<file path="src/rtl/fetch_sequencer.sv">
// Program-counter and fetch-control stage feeding a 1-cycle-latency instruction ROM.
// Tags each ROM word with its PC and a valid bit; handles stall, redirect, halt and resume.
module fetch_sequencer #(
    parameter int unsigned          PC_WIDTH = 32,
    parameter logic [PC_WIDTH-1:0]  RESET_PC = {PC_WIDTH{1'b0}}
) (
    input  logic                clk,
    input  logic                rst_n,
    input  logic                stall,
    input  logic                redirect,
    input  logic [PC_WIDTH-1:0] redirect_pc,
    input  logic                halt,
    input  logic                resume,
    output logic [PC_WIDTH-1:0] rom_addr,
    output logic [PC_WIDTH-1:0] fetch_pc,
    output logic                fetch_valid,
    output logic                halted,
    output logic [31:0]         instr_count
);

    localparam logic [PC_WIDTH-1:0] PC_ONE = {{(PC_WIDTH-1){1'b0}}, 1'b1};

    typedef enum logic [1:0] {
        ST_BOOT   = 2'd0,
        ST_RUN    = 2'd1,
        ST_HALTED = 2'd2
    } state_e;

    state_e              state_q, state_d;
    logic [PC_WIDTH-1:0] pc_q, pc_d;
    logic [PC_WIDTH-1:0] fetch_pc_q, fetch_pc_d;
    logic                fv_q, fv_d;
    logic                halted_q, halted_d;
    logic [31:0]         count_q, count_d;
    logic [PC_WIDTH-1:0] rom_addr_s;
    logic                fetch_valid_s;

    // A redirect squashes the wrong-path word currently on instr.
    assign fetch_valid_s = fv_q & ~redirect;

    // Next-state, ROM address and accept counting.
    always_comb begin
        state_d    = state_q;
        pc_d       = pc_q;
        fetch_pc_d = fetch_pc_q;
        fv_d       = fv_q;
        rom_addr_s = pc_q;

        if (fetch_valid_s && !stall) begin
            count_d = count_q + 32'd1;
        end else begin
            count_d = count_q;
        end

        case (state_q)
            ST_BOOT: begin
                fetch_pc_d = pc_q;
                fv_d       = 1'b1;
                pc_d       = pc_q + PC_ONE;
                state_d    = ST_RUN;
            end
            ST_RUN: begin
                if (redirect) begin
                    rom_addr_s = redirect_pc;
                    fetch_pc_d = redirect_pc;
                    fv_d       = 1'b1;
                    pc_d       = redirect_pc + PC_ONE;
                end else if (halt) begin
                    // pc_q already points past the HLT, so resume continues after it.
                    fv_d    = 1'b0;
                    state_d = ST_HALTED;
                end else if (stall) begin
                    // Re-read the held address so instr stays stable.
                    rom_addr_s = fetch_pc_q;
                end else begin
                    fetch_pc_d = pc_q;
                    fv_d       = 1'b1;
                    pc_d       = pc_q + PC_ONE;
                end
            end
            ST_HALTED: begin
                if (resume) begin
                    fetch_pc_d = pc_q;
                    fv_d       = 1'b1;
                    pc_d       = pc_q + PC_ONE;
                    state_d    = ST_RUN;
                end else begin
                    fv_d    = 1'b0;
                    state_d = ST_HALTED;
                end
            end
            default: begin
                fv_d    = 1'b0;
                state_d = ST_BOOT;
            end
        endcase

        halted_d = (state_d == ST_HALTED);
    end

    // State and pipeline registers.
    always_ff @(posedge clk or negedge rst_n) begin
        if (!rst_n) begin
            state_q    <= ST_BOOT;
            pc_q       <= RESET_PC;
            fetch_pc_q <= {PC_WIDTH{1'b0}};
            fv_q       <= 1'b0;
            halted_q   <= 1'b0;
            count_q    <= 32'd0;
        end else begin
            state_q    <= state_d;
            pc_q       <= pc_d;
            fetch_pc_q <= fetch_pc_d;
            fv_q       <= fv_d;
            halted_q   <= halted_d;
            count_q    <= count_d;
        end
    end

    assign rom_addr    = rom_addr_s;
    assign fetch_pc    = fetch_pc_q;
    assign fetch_valid = fetch_valid_s;
    assign halted      = halted_q;
    assign instr_count = count_q;

endmodule
</file>
<file path="config.mk">
export PLATFORM = sky130hd
export DESIGN_NAME = fetch_sequencer
export DESIGN_NICKNAME = d
export VERILOG_FILES = /design/src/rtl/fetch_sequencer.sv
export SDC_FILE = /design/constraint.sdc
export NUM_CORES = 1
export LEC_CHECK = 0
export CORE_ASPECT_RATIO = 0.8
export CORE_MARGIN = 4
export CORE_UTILIZATION = 40
export DETAILED_ROUTE_END_ITERATION = 10
export PLACE_DENSITY = 0.68
export SLEW_MARGIN = 0
export SYNTH_ARGS = -nofsm -noshare
export SYNTH_HDL_FRONTEND = slang
export SYNTH_SLANG_ARGS = --single-unit
</file>
<file path="constraint.sdc">
create_clock -name clk -period 2.2 [get_ports clk]
set_input_delay 0.44 -clock clk [delete_from_list [all_inputs] [get_ports clk]]
set_output_delay 0.44 -clock clk [all_outputs]
set_load 0.1 [all_outputs]
</file>
# Yosys cells after proc, flatten, opt, wreduce, memory -nomap -nowiden
# Cells that the tools add are included.
[totals]
ff_bits = 100
word_cells = 46
[op_classes]
n_bitwise = 2
reduce_logical = 6
add_sub_neg = 3
mux = 22
n_eq_ne = 7
[ops]
columns = ["operator", "n"]
rows = [
  ["$mux 32", 11],
  ["$pmux 32 s3", 2],
  ["$add 32x1->32 const B", 3],
  ["$mux 2", 3],
  ["$ne 3x3->1 const B", 2],
  ["$pmux 2 s3", 1],
  ["$eq 2x2->1 const B", 2],
  ["$mux 1", 4],
  ["$ne 4x4->1 const B", 1],
  ["$reduce_and 4->1", 1],
  ["$pmux 1 s3", 1],
  ["$reduce_and 3->1", 1],
  ["$reduce_bool 3->1", 1],
  ["$eq 2x1->1 const B", 1],
  ["$logic_not 2->1", 1],
  ["$ne 2x2->1 const B", 1],
  ["$and 1x1->1", 1],
  ["$logic_and 1x1->1", 1],
  ["$logic_not 1->1", 1],
  ["$not 1->1", 1],
]

# Logic depth before layout (Yosys ltp)
# Gate-level depths: netlist of run 1.
[depth]
ltp_word = 5
ltp_mapped = 8
mapped_depth_nobuf = 6

# Worst setup path before layout of run 1
# OpenSTA, ideal clock, no wires.
[synth_path]
path_type = "input port to output port"
startpoint = "in halt"
endpoint = "out rom_addr[10]"
arrival_time_ns = 3.482
stages = 6
required_ns = 1.760
path_slack_ns = -1.722
n_path_buf = 2
cell_sequence = "nand2b_1 -> clkbuf_1 -> nor2_1 -> clkbuf_1 -> a22oi_1 -> o21ai_0"
[synth_between]
elab_chain_len = 3
[synth_lines]
columns = ["element", "line_no", "source"]
rows = [
  ["from (decl)", "12", "input logic halt,"],
  ["$mux 32", "68", "end else if (halt) begin"],
  ["$mux 32", "63", "if (redirect) begin"],
  ["$mux 32", "55", "case (state_q)"],
  ["to (decl)", "14", "output logic [PC_WIDTH-1:0] rom_addr,"],
]
# No other way between the ends.

# Worst setup path after layout of run 1
[layout_path]
startpoint = "reg state_q[1]"
endpoint = "out rom_addr[2]"
[layout_between]
elab_chain_len = 2
[layout_lines]
columns = ["element", "line_no", "source"]
rows = [
  ["from (decl)", "29", "state_e state_q, state_d;"],
  ["from (signal assigned)", "111", "state_q <= state_d;"],
  ["$eq 2x1->1", "55", ""],
  ["$mux 32", "55", ""],
]
# No other way between the ends.

==> flow_summary.yaml, run 1 <==
pwr:
  leakage_nw: 4.310
  peakVddDrop_mv: 1.219
  powerDensity_nw_per_um2: 1216
  total_power_mw: 12.39
clock_network:
  cts_tree: "yes"
  clockRootBuffer: "clkbuf_16"
  numCtsBuffers: 9
  clk_path_buf_depth: 2
  cts_sinks: 100
  cts-htree-levels: 3
  clk_pin_slew_worst_paths_ns: 0.07
  clk_latency_ns: 0.36
detailed_routing:
  routed_wl_um: 24230
  vias_per_cell: 5.992
  wire_per_inst_um: 20.34
  initialDrtViolationCount: 689
  antenna_left: 0
  vias: 7137
  drc_errors: 0
  first_pass_iters: 5
finish:
  layout_commonest_cell: "buf_4"
  layoutNonFillerInstCount: 1191
  final_cell_mix: "buf_4, nand2_1, dfrtp_1"
  syn2layout_area_growth_pct: 59.14
  final_layout_size_suffix_gt1_share_pct: 37.60
  insertedDiodeCount: 0
  nets: 1012
logic_synthesis:
  ys_seq_area_share_pct: 39.09
  synth_top_area_cell: "dfrtp_1"
  synth_seq_cells: 100
  synth_edf_count: 0
  avgSynthCellArea_um2: 8.514
  yosysWarnings: 0
  synth_async_sr_flop_share_pct: 100.0
  ys_top_cells_by_area: "dfrtp_1, a22oi_1, o21ai_0"
  syn-cell-area_um2: 6402
  syn_nets: 793
  synthCells: 752
  synth-main-ff-cell: "dfrtp_1"
  yosys.area.top_type_share_pct: 39.09
  ys_types: 62
setup_path:
  required_ns: 1.76
  cp_num_buf_inv: 3
  cp_cell_sequence: "nand2b_4, nor2_4, buf_6, buf_12, a22oi_2, o21ai_4, buf_12"
  end_kind: "output port"
  criticalPathCategory: "reg -> out"
  cpLargestDelayFamily: "buffers and inverters"
  cpPeakStageDelay_ns: 0.40
  worstPathMaxFanout: 6
  crit_arrival_ns: 1.89
  worst_setup_path_start_kind: "flip-flop"
  crit_path_top_delay_cell: "dfrtp_1"
  cpMostUsedCell: "buf_12"
global_routing:
  overflow: 0
  grt_pass1_vias: 6993
  antenna_found_initial: 0
  grt_max_degree: 101
  grt_pass1_wl_um: 37780
  track_usage_pct: 26.54
sta:
  timing.slew.headroom_pct: 59.99
  drv_slew: 0
  timing.fmax_mhz: 429.7
  setup_viol: 32
  tightestPinTransition_ns: 0.6002
  final_hold_viol_count: 0
  skew_ns: 0.009129
  fin_crit_ns: 2.327
  setup_slack_ns: -0.1272
  rsz0062_at_grt: "yes"
  hold_slack_ns: 0.1019
  finalCritPeriodShare_pct: 105.8
  fin_setup_tns_ns: -2.951
die:
  chipWidth_um: 149.4
  core_um2: 15750
  dieArea_um2: 18110
  rows: 41
  ios: 136
  start_util_pct: 40.65
  die_y_um: 121.2
worst_hold_path:
  min_path_type: "in -> async"
placed_design:
  io_buffers: 135
  post-dp-hpwl_um: 16420
  dp_slack_ns: -0.4188
  dp.cells: 1155
  place_congestion: 0.8974
status:
  violations: "negative setup slack"
  outcome: "finished with violations"
flow_run:
  maxCapViolations: 0
flip-flops by register name (all words and copies together), names as in the netlist:
signal / flops
fetch_pc: 32
instr_count: 32
state_q: 2
halted: 1
pc_q: 32
fv_q: 1
final timing paths:
| check | cells after the start | startpoint | endpoint | slack (ns) |
|---|---|---|---|---|
| worst max-delay path | 7 | state_q[1] | rom_addr[2] | -0.13 |
| worst min register to register | 1 | instr_count[31] | instr_count[31] | 0.48 |
| worst min-delay path | 2 | rst_n | fetch_pc[15] | 0.10 |
| max in group asynchronous | 2 | rst_n | instr_count[3] | 1.55 |
| min in group clk | 4 | redirect | state_q[1] | 0.47 |
| worst max register to register | 6 | pc_q[7] | pc_q[31] | 0.11 |
metrics by stage:
step	util [%]	cell area, µm²
2_1_floorplan	-	6822
3_3_place_gp	59.09	9306
3_5_place_dp	59.09	9306
4_1_cts	63.96	10070
5_1_grt	64.69	10190
6_report	64.69	10190
power breakdown:
group	internal (mW)	switching, mW	leakage [nW]
Clock	0.860	0.727	0.138
Combinational	2.47	5.36	2.96
Sequential	2.34	0.637	1.22
cell families after synthesis:
family          after synthesis  share of synthesized area [%]
fa+ha+maj                     3                         0.5863
compound gates              250                          25.52
simple gates                267                          22.02
xor+xnor                     53                          7.250
mux                           6                         0.9576
buf+inv                      73                          4.573
flops                       100                          39.09
metal layers:
metal / global-route usage [%] / vias up / part of all wire (%)
met3: 6.833 / 38 / 9.6
met5: 0 / - / 0
met4: 8.576 / 0 / 1.8
li1: - / 3245 / -
met2: 40.11 / 379 / 46
met1: 37.29 / 3475 / 43
cell usage after synthesis, types with 3 or more instances:
cell and number:
a211o_1 5, a211oi_1 3, a21o_1 3, a21oi_1 24
a22oi_1 91, a31oi_1 7, and2_1 5, and3_1 17
and4_1 7, buf_1 9, buf_2 7, clkbuf_1 42
dfrtp_1 100, ha_1 3, inv_1 12, mux2i_1 5
nand2_1 84, nand2b_1 7, nand3_1 31, nand4_1 21
nor2_1 39, nor3_1 17, nor4_1 11, o211ai_1 7
o21ai_0 83, o22ai_1 3, o311ai_0 4, or3_1 4
or4_1 5, xnor2_1 35, xor2_1 18
repair_timing:
action	in CTS	in global routing
gates cloned	5	1
endpoints found under the setup margin	35	44
setup buffers	12	2
gates resized for setup	52	18
hold buffers	0	0
pin swaps	18	25
final cells by class:
type | instances | area, µm²
Timing Repair Buffer | 269 | 2793
Tap cell | 215 | 269.0
Inverter | 12 | 45.04
Multi-Input combinational cell | 579 | 4255
Clock inverter | 3 | 20.02
Fill cell | 1266 | 5560
Clock buffer | 13 | 270.3
Sequential cell | 100 | 2536
Note: power is estimated with default switching activity, not from simulation.
==> run 2: changes to the inputs <==
--- a/config.mk
+++ b/config.mk
@@ -5,11 +5,12 @@
 export SDC_FILE = /design/constraint.sdc
 export NUM_CORES = 1
 export LEC_CHECK = 0
+export ABC_AREA = 1
 export CORE_ASPECT_RATIO = 0.8
 export CORE_MARGIN = 4
 export CORE_UTILIZATION = 40
 export DETAILED_ROUTE_END_ITERATION = 10
-export PLACE_DENSITY = 0.68
+export HOLD_SLACK_MARGIN = 0.03
 export SLEW_MARGIN = 0
 export SYNTH_ARGS = -nofsm -noshare
 export SYNTH_HDL_FRONTEND = slang
==> constraint.sdc (replaced) <==
create_clock -name clk -period 2.84 [get_ports clk]
set_input_delay 0.568 -clock clk [delete_from_list [all_inputs] [get_ports clk]]
set_output_delay 0.568 -clock clk [all_outputs]
set_load 0.1 [all_outputs]
==> flow_summary.yaml, run 2 <==
finish:
  syn2layout_area_growth_pct: 30.89
  design_area_um2: 9782
  layoutNonFillerInstCount: 1516
  fillers: 1815
  nets: 1299
  insertedDiodeCount: 0
  final_layout_size_suffix_gt1_share_pct: 16.31
  final_core_util_pct: 53.68
  final_cell_mix: "nand2_1, nor2_1, dfrtp_1"
  layout_commonest_cell: "nand2_1"
logic_synthesis:
  synth_compound_area_share_pct: 18.63
  synth_xor_area_share_pct: 4.922
  yosysWarnings: 0
  synth_top_area_cell: "dfrtp_1"
  ys_seq_area_share_pct: 33.48
  syn-cell-area_um2: 7473
  synth_top_family_by_area: "simple AND/OR/NAND/NOR gates"
  synthAdderAreaFrac_pct: 0.5023
  yosysMostFrequentCell: "nand2_1"
  avgSynthCellArea_um2: 6.590
  ys_types: 39
  synthMuxAreaShare_pct: 0
  syn_nets: 1175
  synth_async_sr_flop_share_pct: 100.0
  synth-main-ff-cell: "dfrtp_1"
  synth_seq_cells: 100
  yosys.area.top_type_share_pct: 33.48
  netlist_top_cells_count: "nand2_1, nor2_1, o21ai_0, dfrtp_1, inv_1"
  synthSimpleGateAreaFrac_pct: 34.17
  synth_edf_count: 0
  synthCells: 1134
  ys_top_cells_by_area: "dfrtp_1, nand2_1, nor2_1"
pwr:
  peakVddDrop_mv: 0.9980
  powerDensity_nw_per_um2: 1070
  leakage_nw: 4.387
clock_network:
  clk_latency_ns: 0.36
  clockRootBuffer: "clkbuf_16"
  clk_path_buf_depth: 2
  cts_resized: 0
  clk_pin_slew_worst_paths_ns: 0.08
  cts_sinks: 100
  cts-htree-levels: 3
  hold_buffers: 0
  cts_tree: "yes"
  post_cts.repair.setup_buffers: 0
  numCtsBuffers: 9
placed_design:
  dp_slack_ns: 0.1135
  dp.cells: 1500
  place_area_um2: 9489
  io_buffers: 135
  place_congestion: 0.9100
  post-dp-hpwl_um: 19400
die:
  die_y_um: 130.3
  ios: 136
  core_um2: 18220
  dieArea_um2: 20950
  chipWidth_um: 160.8
  rows: 44
  start_util_pct: 41.01
setup_path:
  criticalPathCategory: "in -> out"
  end_kind: "output port"
  crit_arrival_ns: 2.17
  worstPathMaxFanout: 26
  worst_setup_path_start_kind: "input port"
  required_ns: 2.27
sta:
  final_hold_viol_count: 0
  fin_setup_tns_ns: 0
  setup_slack_ns: 0.1026
  finalCritPeriodShare_pct: 96.39
  rsz0062_at_grt: "no"
  tightestPinTransition_ns: 0.5944
  skew_ns: 0.008201
  drv_slew: 0
  setup_viol: 0
  fin_crit_ns: 2.737
  timing.fmax_mhz: 365.3
  timing.slew.headroom_pct: 60.01
detailed_routing:
  vias: 8205
  drc_errors: 0
  initialDrtViolationCount: 773
  antenna_left: 0
  wire_per_inst_um: 16.90
  first_pass_iters: 6
  routed_wl_um: 25620
  vias_per_cell: 5.412
status:
  outcome: "completed"
worst_hold_path:
  min_path_type: "in -> async"
global_routing:
  antenna_found_initial: 0
  track_usage_pct: 24.81
  grt_pass1_wl_um: 41830
  overflow: 0
  grt_pass1_vias: 7518
  grt_max_degree: 57
flow_run:
  maxCapViolations: 0
[run 2: cell count changes in the layout (fill, tap and decap cells not counted), moves of 23 or more]
cell / previous run / this run
nand2_1: 84 / 262
nor2_1: 35 / 164
buf_4: 181 / 84
inv_1: 12 / 99
nand3_1: 30 / 90
a21oi_1: 21 / 76
o21ai_0: 52 / 95
a22oi_2: 38 / 1
o21ai_2: 2 / 32
o21ai_4: 30 / 0
xnor2_1: 35 / 11
a22oi_1: 53 / 30
[run 2: kinds of logic after synthesis]
group	after synthesis
and+or+nand+nor	584
DFF	100
buffers and inverters	151
adders and majority gates	3
AOI/OAI and AO/OA	254
xor gates and xnor gates	42
[run 2: layer usage]
metal / GRT usage, % / vias to the layer above / part of all wire [%]
met5: 0 / - / 0
met1: 39.65 / 3828 / 50
met4: 5.567 / 0 / 1.4
li1: - / 4002 / -
met3: 3.757 / 25 / 8.3
met2: 34.92 / 350 / 40
[run 2: worst max-delay path, cell delays in order]
cell and delay, ns:
clkdlybuf4s50_1 0.63, inv_2 0.12, nor2_8 0.16, buf_12 0.22
a22oi_1 0.13, o21ai_2 0.12, buf_12 0.20
[run 2: final timing paths]
path / to / from / slack (ns) / cells past startpoint
setup / recovery: rom_addr[20] / redirect / 0.10 / 7
hold / removal: fetch_pc[1] / rst_n / 0.09 / 1
setup reg to reg: pc_q[4] / state_q[0] / 0.64 / 9
hold reg to reg: instr_count[31] / instr_count[31] / 0.50 / 1
max in group asynchronous: pc_q[13] / rst_n / 2.08 / 2
min in group clk: instr_count[31] / instr_count[31] / 0.50 / 1
[run 2: area by class of cell]
class	instances	area [µm²]	share of cell area, %
clock buffers	9	225.2	2.302
clock inverters	7	67.56	0.6907
inverters	103	391.6	4.004
multi-input cells	883	4472	45.72
flip-flops and latches	100	2502	25.58
well taps	253	316.6	3.236
repair buffers	161	1807	18.47
[run 2: power breakdown]
part / total, mW / internal [mW] / switching [mW]
clock network: 1.26 / 0.619 / 0.637
logic: 6.71 / 1.83 / 4.89
registers: 2.50 / 1.88 / 0.617
[run 2: metrics by stage]
step	power, mW	hold slack (ns)
2_1_floorplan	7.187	0.2724
3_3_place_gp	9.177	0.4898
3_5_place_dp	9.209	0.4840
4_1_cts	10.49	0.1005
5_1_grt	11.04	0.1192
6_report	10.47	0.09034
==> run 3: changes to the inputs <==
==> constraint.sdc (replaced) <==
create_clock -name clk -period 2.84 [get_ports clk]
set_input_delay 0.568 -clock clk [delete_from_list [all_inputs] [get_ports clk]]
set_output_delay 0.568 -clock clk [all_outputs]
set_load 0.05 [all_outputs]
==> flow_summary.yaml, run 3 (synthesized netlist as in run 2, its figures left out) <==
status:
  outcome: "completed"
sta:
  fin_crit_ns: 2.713
  tightestPinTransition_ns: 0.6895
  timing.slew.headroom_pct: 53.68
  timing.fmax_mhz: 368.6
  final_hold_viol_count: 0
  rsz0062_at_grt: "no"
  fin_setup_tns_ns: 0
  skew_ns: 0.008189
  finalCritPeriodShare_pct: 95.52
  drv_slew: 0
  setup_viol: 0
die:
  chipWidth_um: 160.8
  dieArea_um2: 20950
  rows: 44
  start_util_pct: 41.01
  ios: 136
  core_um2: 18220
  die_y_um: 130.3
pwr:
  p_seq_share_pct: 28.3
  power_switching_mw: 4.432
  peakVddDrop_mv: 0.5344
  total_power_mw: 8.816
  p_comb_share_pct: 57.3
  swShare_pct: 50.27
  clkPwrFrac_pct: 14.3
  powerDensity_nw_per_um2: 896.4
  internal_power_mw: 4.384
  leakage_nw: 4.291
setup_path:
  crit_arrival_ns: 2.14
  end_kind: "output port"
  worstPathMaxFanout: 25
  worst_setup_path_start_kind: "flip-flop"
  criticalPathCategory: "reg -> out"
  required_ns: 2.27
clock_network:
  clk_pin_slew_worst_paths_ns: 0.07
  clockRootBuffer: "clkbuf_16"
  clk_path_buf_depth: 2
  hold_buffers: 0
  cts_tree: "yes"
  clk_latency_ns: 0.36
  cts-htree-levels: 3
  cts_sinks: 100
  numCtsBuffers: 9
global_routing:
  grt_pass1_vias: 7544
  antenna_found_initial: 0
  grt_pass1_wl_um: 40620
  grt_max_degree: 39
  track_usage_pct: 23.95
  overflow: 0
placed_design:
  place_area_um2: 9529
  io_buffers: 135
  place_congestion: 0.9406
  post-dp-hpwl_um: 19140
detailed_routing:
  vias: 8197
  antenna_left: 0
  initialDrtViolationCount: 690
  drc_errors: 0
  first_pass_iters: 5
  wire_per_inst_um: 16.52
  vias_per_cell: 5.396
  routed_wl_um: 25090
finish:
  final_core_util_pct: 53.97
  syn2layout_area_growth_pct: 31.59
  final_cell_mix: "nand2_1, nor2_1, dfrtp_1"
  nets: 1302
  final_layout_size_suffix_gt1_share_pct: 8.847
  insertedDiodeCount: 0
  design_area_um2: 9834
  layout_commonest_cell: "nand2_1"
  fillers: 1790
worst_hold_path:
  min_path_type: "in -> async"
flow_run:
  maxCapViolations: 0
## run 3: changes by cell type in the layout (fill, tap and decap cells not counted), sizes merged
cell,change
clkdlybuf4s50,+64
buf,-62
clkbuf,+1
clkinv,-1
dlymetal6s2s,+1
## run 3: final cells by class
cell class	instances	area [µm²]	share of cell area [%]
inverter	103	391.6	3.982
multi-input combinational	883	4352	44.25
sequential	100	2502	25.45
clock inverter	6	56.30	0.5725
clock buffer	10	239.0	2.430
timing repair buffer	164	1977	20.10
tap	253	316.6	3.219
## run 3: metal layers
metal  track usage [%]  part of all wire, %
met3             4.863                  9.2
met4             4.313                 0.75
met2             34.13                   40
met1             37.59                   50
met5                 0                    0
## run 3: metrics by stage
step / hold WS, ns / std cells / worst slack, ns
floorplan: 0.2724 / 1134 / 0.3087
global placement: 0.4632 / 1503 / 0.08485
detailed placement: 0.4688 / 1503 / 0.05576
CTS: 0.2028 / 1519 / 0.02711
global route: 0.2185 / 1519 / 0.01066
finish: 0.1800 / 1519 / 0.1272
## run 3: critical path: stages (launching register included)
cell     delay, ns
dfrtp_1       0.41
nand2_1       0.24
buf_8         0.27
nor2_8        0.06
buf_4         0.17
a22oi_1       0.25
o21ai_1       0.19
buf_12        0.19
## run 3: power groups by stage
stage,logic (mW),clock network (mW),registers [mW]
after floorplan,2.30,0,3.18
after global placement,5.01,0,2.51
after detailed placement,5.04,0,2.50
after CTS,5.06,1.29,2.48
after global routing,5.44,1.34,2.58
final,5.06,1.26,2.50
## run 3: what timing repair did
item / in CTS / in global routing
setup endpoints to repair: 0 / 17
buffers inserted: 0 / 0
resized for setup: 0 / 3
## run 3: worst paths after layout
check,slack (ns),start,end,cells after the start
worst min register to register,0.48,instr_count[31],instr_count[31],1
worst min-delay path,0.18,rst_n,halted,1
worst max-delay path,0.13,state_q[0],rom_addr[0],7
min in group clk,0.48,instr_count[31],instr_count[31],1
max in group asynchronous,2.01,rst_n,fetch_pc[24],2
worst max register to register,0.80,state_q[0],pc_q[4],9
